==> src/rtl/bpsk_pkg.sv <==
// Shared constants and helpers for the BPSK DAC generator:
// LFSR tap masks, DAC mid-scale and clip limits.
package bpsk_pkg;

    // Fibonacci tap masks (bit i set = stage i feeds the XOR), shift-left LFSR
    localparam logic [31:0] TAPS_7  = 32'h0000_0060;  // x^7  + x^6  + 1
    localparam logic [31:0] TAPS_15 = 32'h0000_6000;  // x^15 + x^14 + 1
    localparam logic [31:0] TAPS_23 = 32'h0042_0000;  // x^23 + x^18 + 1

    function automatic logic [31:0] prbs_taps(input int len);
        case (len)
            7:       return TAPS_7;
            23:      return TAPS_23;
            default: return TAPS_15;
        endcase
    endfunction

    // Offset-binary mid-scale code (idle level after reset)
    function automatic int mid_code(input int dac_w);
        return 1 << (dac_w - 1);
    endfunction

    // Saturation limits of the DAC code range
    function automatic int min_code();
        return 0;
    endfunction

    function automatic int max_code(input int dac_w);
        return (1 << dac_w) - 1;
    endfunction

endpackage

==> src/rtl/prbs_gen.sv <==
// Fibonacci LFSR symbol source. bit_o is the bit that enters the register
// on the next advance, so the consumer can register it in the same edge.
module prbs_gen
    import bpsk_pkg::*;
#(
    parameter int PRBS_LEN = 15
) (
    input  logic clk,
    input  logic rst_n,
    input  logic adv,
    output logic bit_o
);

    localparam logic [PRBS_LEN-1:0] TAPS = PRBS_LEN'(prbs_taps(PRBS_LEN));

    logic [PRBS_LEN-1:0] lfsr;

    assign bit_o = ^(lfsr & TAPS);

    // All-ones seed keeps the register out of the lock-up state
    always_ff @(posedge clk or negedge rst_n) begin
        if (!rst_n) begin
            lfsr <= '1;
        end else if (adv) begin
            lfsr <= {lfsr[PRBS_LEN-2:0], bit_o};
        end
    end

endmodule

==> src/rtl/bpsk_dac_gen.sv <==
// BPSK baseband generator: symbol-rate strobe, PRBS symbols, +/-amp mapping
// around dac_offset with clipping, gated by a period/on-time burst window.
// Optional build macro BPSK_DIFF_ENC_EN adds input diff_en (DBPSK encoding).
module bpsk_dac_gen
    import bpsk_pkg::*;
#(
    parameter int DAC_W    = 14,
    parameter int AMP_W    = 13,
    parameter int DIV_W    = 16,
    parameter int BURST_W  = 24,
    parameter int PRBS_LEN = 15
) (
    input  logic               clk,
    input  logic               rst_n,
    input  logic               en,
`ifdef BPSK_DIFF_ENC_EN
    input  logic               diff_en,
`endif
    input  logic [DIV_W-1:0]   sym_div,
    input  logic [AMP_W-1:0]   amp,
    input  logic [DAC_W-1:0]   dac_offset,
    input  logic [BURST_W-1:0] burst_period,
    input  logic [BURST_W-1:0] burst_on,
    output logic               sym_bit,
    output logic               sym_strobe,
    output logic               gate,
    output logic [DAC_W-1:0]   dac_data,
    output logic               sat
);

    localparam int SUM_W = DAC_W + 2;
    localparam logic [DAC_W-1:0]        MID_CODE = DAC_W'(mid_code(DAC_W));
    localparam logic [DAC_W-1:0]        MIN_CODE = DAC_W'(min_code());
    localparam logic [DAC_W-1:0]        MAX_CODE = DAC_W'(max_code(DAC_W));
    localparam logic signed [SUM_W-1:0] SUM_MAX  = SUM_W'(max_code(DAC_W));

    logic               en_d;
    logic               en_rise;
    logic [DIV_W-1:0]   sym_cnt;
    logic [DIV_W-1:0]   sym_div_l;
    logic [DIV_W-1:0]   div_eff;
    logic               sym_wrap;
    logic [BURST_W-1:0] burst_cnt;
    logic [BURST_W-1:0] period_l;
    logic [BURST_W-1:0] on_l;
    logic [BURST_W-1:0] period_eff;
    logic [BURST_W-1:0] on_eff;
    logic               burst_wrap;
    logic               gate_next;
    logic               prbs_bit;
    logic               next_bit;
    logic signed [AMP_W:0]   mapped;
    logic signed [SUM_W-1:0] sum;
    logic [DAC_W-1:0]   clip_code;
    logic               clip;

    assign en_rise = en & ~en_d;

    // On the first enabled cycle the live divider is used, otherwise the latched one
    always_comb begin
        div_eff  = en_rise ? sym_div : sym_div_l;
        sym_wrap = en && (sym_cnt == div_eff);
    end

    // Symbol counter, strobe and divider latch
    always_ff @(posedge clk or negedge rst_n) begin
        if (!rst_n) begin
            en_d       <= 1'b0;
            sym_cnt    <= '0;
            sym_div_l  <= '0;
            sym_strobe <= 1'b0;
        end else begin
            en_d <= en;
            if (!en) begin
                sym_cnt    <= '0;
                sym_strobe <= 1'b0;
            end else begin
                sym_strobe <= sym_wrap;
                sym_cnt    <= sym_wrap ? '0 : sym_cnt + DIV_W'(1);
                if (sym_wrap || en_rise) begin
                    sym_div_l <= sym_div;
                end
            end
        end
    end

    prbs_gen #(.PRBS_LEN(PRBS_LEN)) u_prbs (
        .clk   (clk),
        .rst_n (rst_n),
        .adv   (sym_wrap),
        .bit_o (prbs_bit)
    );

`ifdef BPSK_DIFF_ENC_EN
    assign next_bit = diff_en ? (sym_bit ^ prbs_bit) : prbs_bit;
`else
    assign next_bit = prbs_bit;
`endif

    // Symbol bit updates on the same edge that raises sym_strobe
    always_ff @(posedge clk or negedge rst_n) begin
        if (!rst_n) begin
            sym_bit <= 1'b0;
        end else if (sym_wrap) begin
            sym_bit <= next_bit;
        end
    end

    // Burst window decode; period 0 or on-time covering the period means always on
    always_comb begin
        period_eff = en_rise ? burst_period : period_l;
        on_eff     = en_rise ? burst_on : on_l;
        burst_wrap = (period_eff == '0) || (burst_cnt >= period_eff - BURST_W'(1));
        gate_next  = (period_eff == '0) || (on_eff >= period_eff) || (burst_cnt < on_eff);
    end

    // Burst counter, period/on-time latches and registered gate
    always_ff @(posedge clk or negedge rst_n) begin
        if (!rst_n) begin
            burst_cnt <= '0;
            period_l  <= '0;
            on_l      <= '0;
            gate      <= 1'b0;
        end else if (!en) begin
            burst_cnt <= '0;
            gate      <= 1'b0;
        end else begin
            gate      <= gate_next;
            burst_cnt <= burst_wrap ? '0 : burst_cnt + BURST_W'(1);
            if (burst_wrap || en_rise) begin
                period_l <= burst_period;
                on_l     <= burst_on;
            end
        end
    end

    // Map symbol to +/-amp, add offset and clip into the DAC code range
    always_comb begin
        mapped = sym_bit ? $signed({1'b0, amp}) : -$signed({1'b0, amp});
        sum    = $signed({2'b00, dac_offset})
               + $signed({{(SUM_W-AMP_W-1){mapped[AMP_W]}}, mapped});
        if (sum[SUM_W-1]) begin
            clip_code = MIN_CODE;
            clip      = 1'b1;
        end else if (sum > SUM_MAX) begin
            clip_code = MAX_CODE;
            clip      = 1'b1;
        end else begin
            clip_code = sum[DAC_W-1:0];
            clip      = 1'b0;
        end
    end

    // Registered DAC code; idle at dac_offset outside the burst window
    always_ff @(posedge clk or negedge rst_n) begin
        if (!rst_n) begin
            dac_data <= MID_CODE;
            sat      <= 1'b0;
        end else if (!en || !gate) begin
            dac_data <= dac_offset;
            sat      <= 1'b0;
        end else begin
            dac_data <= clip_code;
            sat      <= clip;
        end
    end

endmodule

==> config.mk <==
export PLATFORM = sky130hd
export DESIGN_NAME = bpsk_dac_gen
export DESIGN_NICKNAME = d
export VERILOG_FILES = /design/src/rtl/bpsk_pkg.sv /design/src/rtl/prbs_gen.sv /design/src/rtl/bpsk_dac_gen.sv
export SDC_FILE = /design/constraint.sdc
export NUM_CORES = 1
export LEC_CHECK = 0
export BUFFER_PORTS_ARGS = -buffer_cell sky130_fd_sc_hd__clkbuf_2
export CORE_ASPECT_RATIO = 0.9
export CORE_UTILIZATION = 50
export DETAILED_ROUTE_END_ITERATION = 16
export PLACE_DENSITY = 0.7
export SYNTH_ARGS = -nofsm -noshare
export SYNTH_HDL_FRONTEND = slang
export SYNTH_SLANG_ARGS = --single-unit
==> constraint.sdc <==
create_clock -name clk -period 9.18 [get_ports clk]
set_clock_uncertainty 0.2 [all_clocks]
set_input_delay 1.377 -clock clk [delete_from_list [all_inputs] [get_ports clk]]
set_output_delay 1.377 -clock clk [all_outputs]
set_load 0.1 [all_outputs]
---- Word-level counts from Yosys, hierarchy flattened ----
Index checks and enable logic that the tools add are counted.
cells by class
  add/subtract/negate cells ............... 5
  order comparisons ....................... 4
  eq/ne operators ......................... 1
  mux-type cells .......................... 16
  bitwise gates (word level) .............. 2
  reduce and logical (&&, ||, !) cells .... 13
operators with widths
  operator                                              number
  two-way mux 24 bit                                    4
  two-way mux 14 bit                                    4
  >= comparator 24 bit                                  2
  two-way mux 16 bit                                    3
  adder 24 x 1 -> 24 bit, second input constant         1
  logical NOT 24 bit                                    1
  less-than comparator 24 bit                           1
  subtractor 24 x 1 -> 24 bit, second input constant    1
  adder 15 x 14 -> 16 bit                               1
  adder 16 x 1 -> 16 bit, second input constant         1
  == test 16 bit                                        1
  > comparator 16 x 15 -> 1 bit, second input constant  1
  XOR reduction 15 bit                                  1
  negator 13 -> 14 bit                                  1
  logical OR 1 bit                                      6
  two-way mux 1 bit                                     5
  AND reduction 2 bit                                   2
  logical NOT 1 bit                                     2
  AND 1 bit                                             1
  logical AND 1 bit                                     1
  inverter 1 bit                                        1
word-level totals
  register bits after elaboration ......... 138
  output and inout bits ................... 18
  word-level logic and storage cells ...... 53

---- Depth between registers and ports, before layout ----
Gate-level depths: netlist (run 1).
  depth after elaboration ................. 8
  mapped depth ............................ 21

---- Modules after synthesis ----
A second synthesis (run 1) with hierarchy kept.
second synthesis, totals
  cells, all modules ...................... 923
  area, all modules ....................... 9,530.4 um^2
by module, submodules not included
  module        times used  cells an instance  area an instance (um^2)  sequential area each (um^2)
  bpsk_dac_gen  1           890                8,889.8                  3,079.2
  prbs_gen      1           33                 640.6                    394.1

---- Least setup slack after synthesis (run 1) ----
OpenSTA, ideal clock, no wires.
  path type ............................... input-to-reg
  start point ............................. in en
  end point ............................... reg period_l[10]
  library setup time ...................... 125 ps
  arrival ................................. 5,238 ps
  data required time ...................... 8,855 ps
  slack ................................... 3,617 ps
  stages .................................. 18
  path buffers ............................ 7
  cell sequence ........................... nand2b_1 > buf_2 > buf_6 > buf_2 > buf_2 > buf_1 > mux2i_1 > xnor2_1 > ha_1 > a21o_1 > a21o_1 > a2111oi_0 > o32ai_1 > a211oi_1 > a41o_1 > buf_6 > buf_6 > mux2_4
between the ends
  longest elaborated chain between the ends .. 7
RTL lines
  item                                    line                 text
  start, declared                         bpsk_dac_gen.sv:15   input logic en,
  AND 1 bit                               bpsk_dac_gen.sv:57   assign en_rise = en & ~en_d;
  two-way mux 24 bit                      bpsk_dac_gen.sv:111  period_eff = en_rise ? burst_period : period_l;
  subtractor 24 x 1 -> 24 bit             bpsk_dac_gen.sv:113  burst_wrap = (period_eff == '0) || (burst_cnt >= period_eff - BURST_W'(1));
  >= comparator 24 bit                    bpsk_dac_gen.sv:113
  logical OR 1 bit                        bpsk_dac_gen.sv:113
  logical OR 1 bit                        bpsk_dac_gen.sv:130  if (burst_wrap || en_rise) begin
  AND reduction 2 bit (no source line) *  -
  end signal, assigned                    bpsk_dac_gen.sv:131  period_l <= burst_period;
  end, declared                           bpsk_dac_gen.sv:44   logic [BURST_W-1:0] period_l;
Every way passes the cells marked *; elsewhere a longest branch is shown, timed or not.
A chain may end at the register's enable or synchronous reset.

---- Worst setup path after layout (run 1) ----
  start point ............................. in en
  end point ............................... reg period_l[0]
Same word-level chain as after synthesis.

==> flow_metrics.py, run 1 <==
metrics = {
    "synthesis": {
        "synth_top_area_share_pct": 31.9,
        "synth_area_per_cell_sq_um": 9.92,
        "async_flop_share_pct": 100,
        "syn_area_sq_mm": 0.00956,
        "synth-seq-cells": 138,
        "post-synth-top-count-cell": "dfrtp_1",
        "ys.flop_type": "dfrtp_1",
        "synth_edf_count": 0,
        "synth_cell_type_count": 57,
        "synthCells": 963,
        "synth_fp_nets": 1146,
        "synth_area_leaders": "dfrtp_1 32%, ha_1 12%, mux2i_1 6.9%",
        "synth_seq_area_share_pct": 36.3,
        "yosysWarnings": 0,
        "synthTopCellsByCount": "122 x dfrtp_1, 100 x nor2_1, 88 x ha_1",
        "yosysTopAreaCell": "dfrtp_1",
    },
    "sta": {
        "fmax_mhz": 143,
        "setup_viol": 0,
        "fin_ws_ns": 2.16,
        "period_minus_slack_ns": 7.02,
        "slew-limit-headroom_pct": 30.3,
        "rsz0062_at_grt": "no",
        "hold_viol": 0,
        "final_max_slew_viol_count": 0,
        "tightest_slew_ns": 1.05,
        "finalCritPeriodShare_pct": 76.4,
        "setup_tns_ns": 0,
    },
    "clock_tree": {
        "numClockSinks": 138,
        "cts_tree": "done",
        "worstSkewPairLatency_ns": 0.43,
        "htreeDepth": 4,
        "clk_path_buf_depth": 2,
        "post_cts_resize_count": 0,
        "ctsHoldBuffers": 0,
        "numCtsBuffers": 17,
        "post-cts-setup-buffer-count": 0,
        "clk_pin_slew_ns": 0.07,
        "cts-root-buf": "clkbuf_16",
    },
    "placed_design": {
        "place_ws_ns": 1.80,
        "gp_congestion": 0.860,
        "hpwlAfterDp_mm": 16.3,
        "io_buffers": 111,
    },
    "setup_path": {
        "cp_max_fo": 49,
        "cp-start-kind": "input pin",
        "cpPeakStageDelay_ns": 0.98,
        "crit_required_ns": 9.30,
        "cp-end-kind": "register",
        "critPathKind": "input pin to register",
        "critPathBufInv": 2,
        "critPathArrivalTime_ns": 7.13,
        "cp_top_family": "compound AO/OA/AOI/OAI gates",
        "worstPathCellList": "clkbuf_2, nand2b_4, mux2i_1, nand4b_2, nor2_4, nand3_1, nor2_1, nand2_1, xnor2_1, ha_1, a21oi_1, nor2b_1, a2111oi_0, o32ai_1, a211oi_1, a41o_2, buf_4, mux2_2",
        "slowest_stage": "a41o_2",
    },
    "route": {
        "antenna_left": 0,
        "wire_per_inst_microns": 16.4,
        "met2WireLength_mm": 9.73,
        "viasPerCell": 5.49,
        "top_layer_used": "met4",
        "wirelength_mm": 21.8,
        "wl_met3_mm": 1.00,
        "firstDrtPassIters": 5,
        "wl_met1_mm": 10.8,
        "via_count": 7297,
        "drt_iter0_markers": 465,
        "drc": 0,
    },
    "power": {
        "power_density_mw_per_mm2": 168,
        "ir_drop_uv": 130,
        "p_leak_nw": 5.46,
    },
    "die": {
        "die_h_microns": 133,
        "coreArea_sq_mm": 0.0185,
        "rows": 47,
        "die_area_sq_mm": 0.0197,
        "start_util_pct": 51.6,
        "io_pins": 112,
        "die_w_microns": 148,
    },
    "run_status": {
        "status": "finished clean",
    },
    "job": {
        "drv_cap": 0,
    },
    "global_route": {
        "grt.overflow.total": 0,
        "grt_max_degree": 76,
        "grt_pass1_wl_mm": 36.4,
        "antenna_found_initial": 0,
        "grtUsageTotal_pct": 23.5,
        "grt_pass1_vias": 7146,
    },
    "layout": {
        "seqCellArea_sq_mm": 0.00347,
        "n_antenna_cell": 0,
        "nets": 1255,
        "fillers": 1631,
        "drive_above_1_share_pct": 22.3,
        "area_growth_syn_to_layout_pct": 14.1,
        "multi_input_area_sq_mm": 0.00578,
    },
    "hold_path": {
        "hp-class": "register to register",
    },
}
[layout by cell type (no fill, tap or decap), drive strengths merged, types with 12 or more instances in the layout]
cell type,netlist,final
a21o,14,14
a21oi,41,41
clkbuf,11,127
dfrtp,122,122
dfstp,16,16
ha,88,88
inv,43,51
mux2,70,70
mux2i,66,66
nand2,75,75
nand3,30,30
nand4,17,17
nor2,101,101
nor2b,15,15
nor3,12,12
o21ai,35,35
xnor2,57,57
xor2,43,43
[tightest hold or removal path, cell delays in order, from the launching register on]
cell	delay, ns
dfstp_2	0.37
nand2_1	0.05
nand2_1	0.04
[registers in the layout, summed over array words and instances (netlist names)]
register	cells
burst_cnt	24
dac_data	14
en_d	1
gate	1
on_l	24
period_l	24
sat	1
sym_bit	1
sym_cnt	16
sym_div_l	16
sym_strobe	1
u_prbs.lfsr	15
[cell families (layout without fill, tap and decap cells)]
kind of cell | Yosys count | in the layout | synth area share, %
buffers and inverters | 70 | 192 | 3.27
and+or+nand+nor | 293 | 293 | 14.5
DFF | 138 | 138 | 36.3
xor gates and xnor gates | 100 | 100 | 9.17
AOI/OAI and AO/OA | 135 | 135 | 8.89
muxes | 136 | 136 | 15.9
adders and majority gates | 91 | 91 | 11.9
[routing by layer]
layer / vias up / track usage [%]
li1: 3627 / -
met1: 3473 / 34.3
met2: 170 / 35.6
met3: 27 / 4.59
met4: 0 / 6.53
met5: - / 0
[path summary, 6_finish.rpt]
path	from	end	slack (ns)	depth (start not counted)
max in group asynchronous	rst_n	dac_data[8]	6.66	2
max	en	period_l[0]	2.16	18
min	u_prbs.lfsr[11]	u_prbs.lfsr[11]	0.25	2
max reg2reg	en_d	period_l[0]	2.78	17
min reg2reg	u_prbs.lfsr[11]	u_prbs.lfsr[11]	0.25	2
min in group asynchronous	rst_n	on_l[0]	0.74	1
[through the flow]
| step | total power, mW | hold WS (ns) | std cells | util [%] | area (sq um) |
|---|---|---|---|---|---|
| after floorplan | 1.04 | 0.233 | 963 | - | 9560 |
| after global routing | 1.93 | 0.263 | 1330 | 58.9 | 10900 |
| after global placement | 1.16 | 0.242 | 1298 | 55.7 | 10300 |
| after CTS | 1.85 | 0.256 | 1330 | 58.9 | 10900 |
| after detailed placement | 1.17 | 0.246 | 1298 | 55.7 | 10300 |
| final | 1.83 | 0.253 | 1330 | 58.9 | 10900 |
[final cells by class]
class,count,area share (%)
multi-input combinational,755,53.0
sequential,138,31.9
timing repair buffer,117,5.57
clock buffer,17,3.90
tap,245,2.81
inverter,43,1.48
clock inverter,15,1.40
[report_power, final]
part           leakage [nW]  total, mW  internal [mW]  switching [mW]
Combinational          3.51      0.463          0.193           0.270
Clock                 0.268      0.677          0.361           0.316
Sequential             1.68      0.694          0.661          0.0326
Note: power is estimated with default switching activity, not from simulation.
==> inputs of run 2 (changes only) <==
Clock period 9.18 ns to 7.3 ns, I/O delays scaled along.
==> run 2 against run 1 <==
Effect of this change:
- register-to-register slack worse by 1.0 ns
- clock-buffer cell count unchanged
- via count rose by 0.74%
- core utilization barely moved
- wire length decreased by 1.4%
- design area about the same
- non-clock buffer count up 3
- critical path type unchanged
- largest power group unchanged
- highest routed layer unchanged
==> flow_metrics.py, run 2 (synthesis gave the netlist of run 1 again) <==
metrics = {
    "run_status": {
        "status": "finished clean",
    },
    "layout": {
        "nets": 1258,
        "n_antenna_cell": 0,
        "drive_above_1_share_pct": 22.5,
        "final_cell_mix": "122 x dfrtp_1, 110 x clkbuf_2, 100 x nor2_1, 88 x ha_1, 75 x nand2_1",
        "area_growth_syn_to_layout_pct": 14.1,
        "fin_area_sq_mm": 0.0109,
        "layout_commonest_cell": "dfrtp_1",
        "fillers": 1600,
        "reg_top3": "burst_cnt: 24 flops, on_l: 24 flops, period_l: 24 flops",
    },
    "route": {
        "viasPerCell": 5.51,
        "wire_per_inst_microns": 16.1,
        "wirelength_mm": 21.5,
        "via_count": 7351,
        "drt_iter0_markers": 290,
        "antenna_left": 0,
        "drc": 0,
        "firstDrtPassIters": 5,
    },
    "die": {
        "die_area_sq_mm": 0.0197,
        "die_w_microns": 148,
        "die_h_microns": 133,
        "io_pins": 112,
        "rows": 47,
        "start_util_pct": 51.6,
        "coreArea_sq_mm": 0.0185,
    },
    "global_route": {
        "antenna_found_initial": 0,
        "grt.overflow.total": 0,
        "grt_max_degree": 74,
        "grt_pass1_wl_mm": 35.8,
        "grt_pass1_vias": 7007,
        "grtUsageTotal_pct": 23.1,
    },
    "placed_design": {
        "gp_congestion": 0.882,
        "hpwlAfterDp_mm": 16.2,
        "io_buffers": 111,
        "place_area_sq_mm": 0.0103,
    },
    "clock_tree": {
        "numClockSinks": 138,
        "post-cts-setup-buffer-count": 0,
        "cts-root-buf": "clkbuf_16",
        "numCtsBuffers": 17,
        "post_cts_resize_count": 0,
        "ctsHoldBuffers": 0,
        "worstSkewPairLatency_ns": 0.44,
        "htreeDepth": 4,
        "cts_tree": "done",
        "clk_pin_slew_ns": 0.07,
        "clk_path_buf_depth": 2,
    },
    "setup_path": {
        "critPathKind": "input pin to register",
        "crit_start": "en",
        "cpPeakStageDelay_ns": 0.57,
        "r2r_start": "en_d",
        "slowest_stage": "buf_4",
        "worstPathCellList": "clkbuf_2, nand2b_4, buf_4, mux2i_1, nor2b_1, inv_1, nor2_1, nand2_1, xnor2_1, ha_1, a21oi_1, nor2b_1, a2111oi_0, o32ai_1, a211oi_1, a41o_2, buf_4, mux2_2",
        "cp-start-kind": "input pin",
        "reg2regPathDepth": 17,
        "crit_required_ns": 7.40,
        "reg2reg_slack_ns": 1.73,
        "r2r-end": "on_l[20]",
        "critPathArrivalTime_ns": 5.97,
        "cp_max_fo": 35,
        "cp-end-kind": "register",
    },
    "sta": {
        "rsz0062_at_grt": "no",
        "finalCritPeriodShare_pct": 80.4,
        "final_max_slew_viol_count": 0,
        "slew-limit-headroom_pct": 37.4,
        "setup_tns_ns": 0,
        "period_minus_slack_ns": 5.87,
        "tightest_slew_ns": 0.935,
        "hold_viol": 0,
        "setup_viol": 0,
        "fmax_mhz": 170,
    },
    "power": {
        "pwr-share-clk_pct": 36.2,
        "power_frac_comb_pct": 25.4,
        "seqPwrFrac_pct": 38.3,
        "swShare_pct": 33.2,
        "switchingPower_uw": 756,
        "internal_power_mw": 1.52,
        "power_density_mw_per_mm2": 209,
        "p_leak_nw": 5.48,
        "ir_drop_uv": 166,
    },
    "hold_path": {
        "worst_hold_path.num_cells": 2,
        "worstHoldStart": "u_prbs.lfsr[11]",
        "min_delay_worst_endpoint": "u_prbs.lfsr[11]",
        "hp-class": "register to register",
    },
    "job": {
        "drv_cap": 0,
    },
}
run 2: changes by cell type in the layout (fill, tap and decap cells not counted):
cell	change
clkinv_4	+4
buf_4	+3
clkinv_8	-2
clkinvlp_4	-2
inv_8	-2
clkinv_2	+1
inv_6	+1
run 2: worst max-delay path, delay by kind of cell:
family | cells | cell delay [ns]
fa+ha+maj | 1 | 0.30
buf+inv | 4 | 1.22
xor+xnor | 1 | 0.14
compound gates | 5 | 1.29
mux | 2 | 0.82
simple gates | 5 | 1.05
run 2: through the flow:
stage / worst slack [ns] / hold WS, ns / power [mW] / cells / util (%)
global route: 1.09 / 0.266 / 2.40 / 1333 / 58.9
finish: 1.43 / 0.253 / 2.28 / 1333 / 58.9
global placement: 1.24 / 0.240 / 1.45 / 1301 / 55.9
floorplan: 2.02 / 0.233 / 1.31 / 963 / -
detailed placement: 1.03 / 0.245 / 1.46 / 1301 / 55.9
CTS: 1.48 / 0.255 / 2.30 / 1333 / 58.9
run 2: cell type report:
type,instances,area [sq um],share of cell area (%)
clock buffers,17,425,3.90
clock inverters,15,131,1.20
inverters,43,161,1.48
multi-input cells,755,5780,53.0
flip-flops and latches,138,3470,31.8
well taps,245,307,2.81
repair buffers,120,629,5.77
run 2: routing by layer:
metal | up-vias | routed length (microns) | GRT usage (%)
met3 | 28 | 865 | 4.66
met4 | 0 | 399 | 8.48
met1 | 3529 | 10800 | 33.1
li1 | 3639 | - | -
met5 | - | 0 | 0
met2 | 155 | 9460 | 34.5
run 2: worst max path at each step:
| stage | end | slack [ns] | cells past startpoint |
|---|---|---|---|
| CTS | on_l[20] | 1.48 | 18 |
| global placement | on_l[3] | 1.24 | 17 |
| global route | on_l[20] | 1.09 | 18 |
| finish | on_l[20] | 1.43 | 18 |
| floorplan | period_l[10] | 2.02 | 18 |
| detailed placement | on_l[20] | 1.03 | 18 |
run 2: power by group through the flow:
stage	Combinational (mW)	Clock (mW)	Sequential, mW
after floorplan	0.366	0	0.941
after global placement	0.569	0	0.884
after detailed placement	0.578	0	0.885
after CTS	0.582	0.848	0.872
after global routing	0.643	0.879	0.880
final	0.579	0.825	0.873
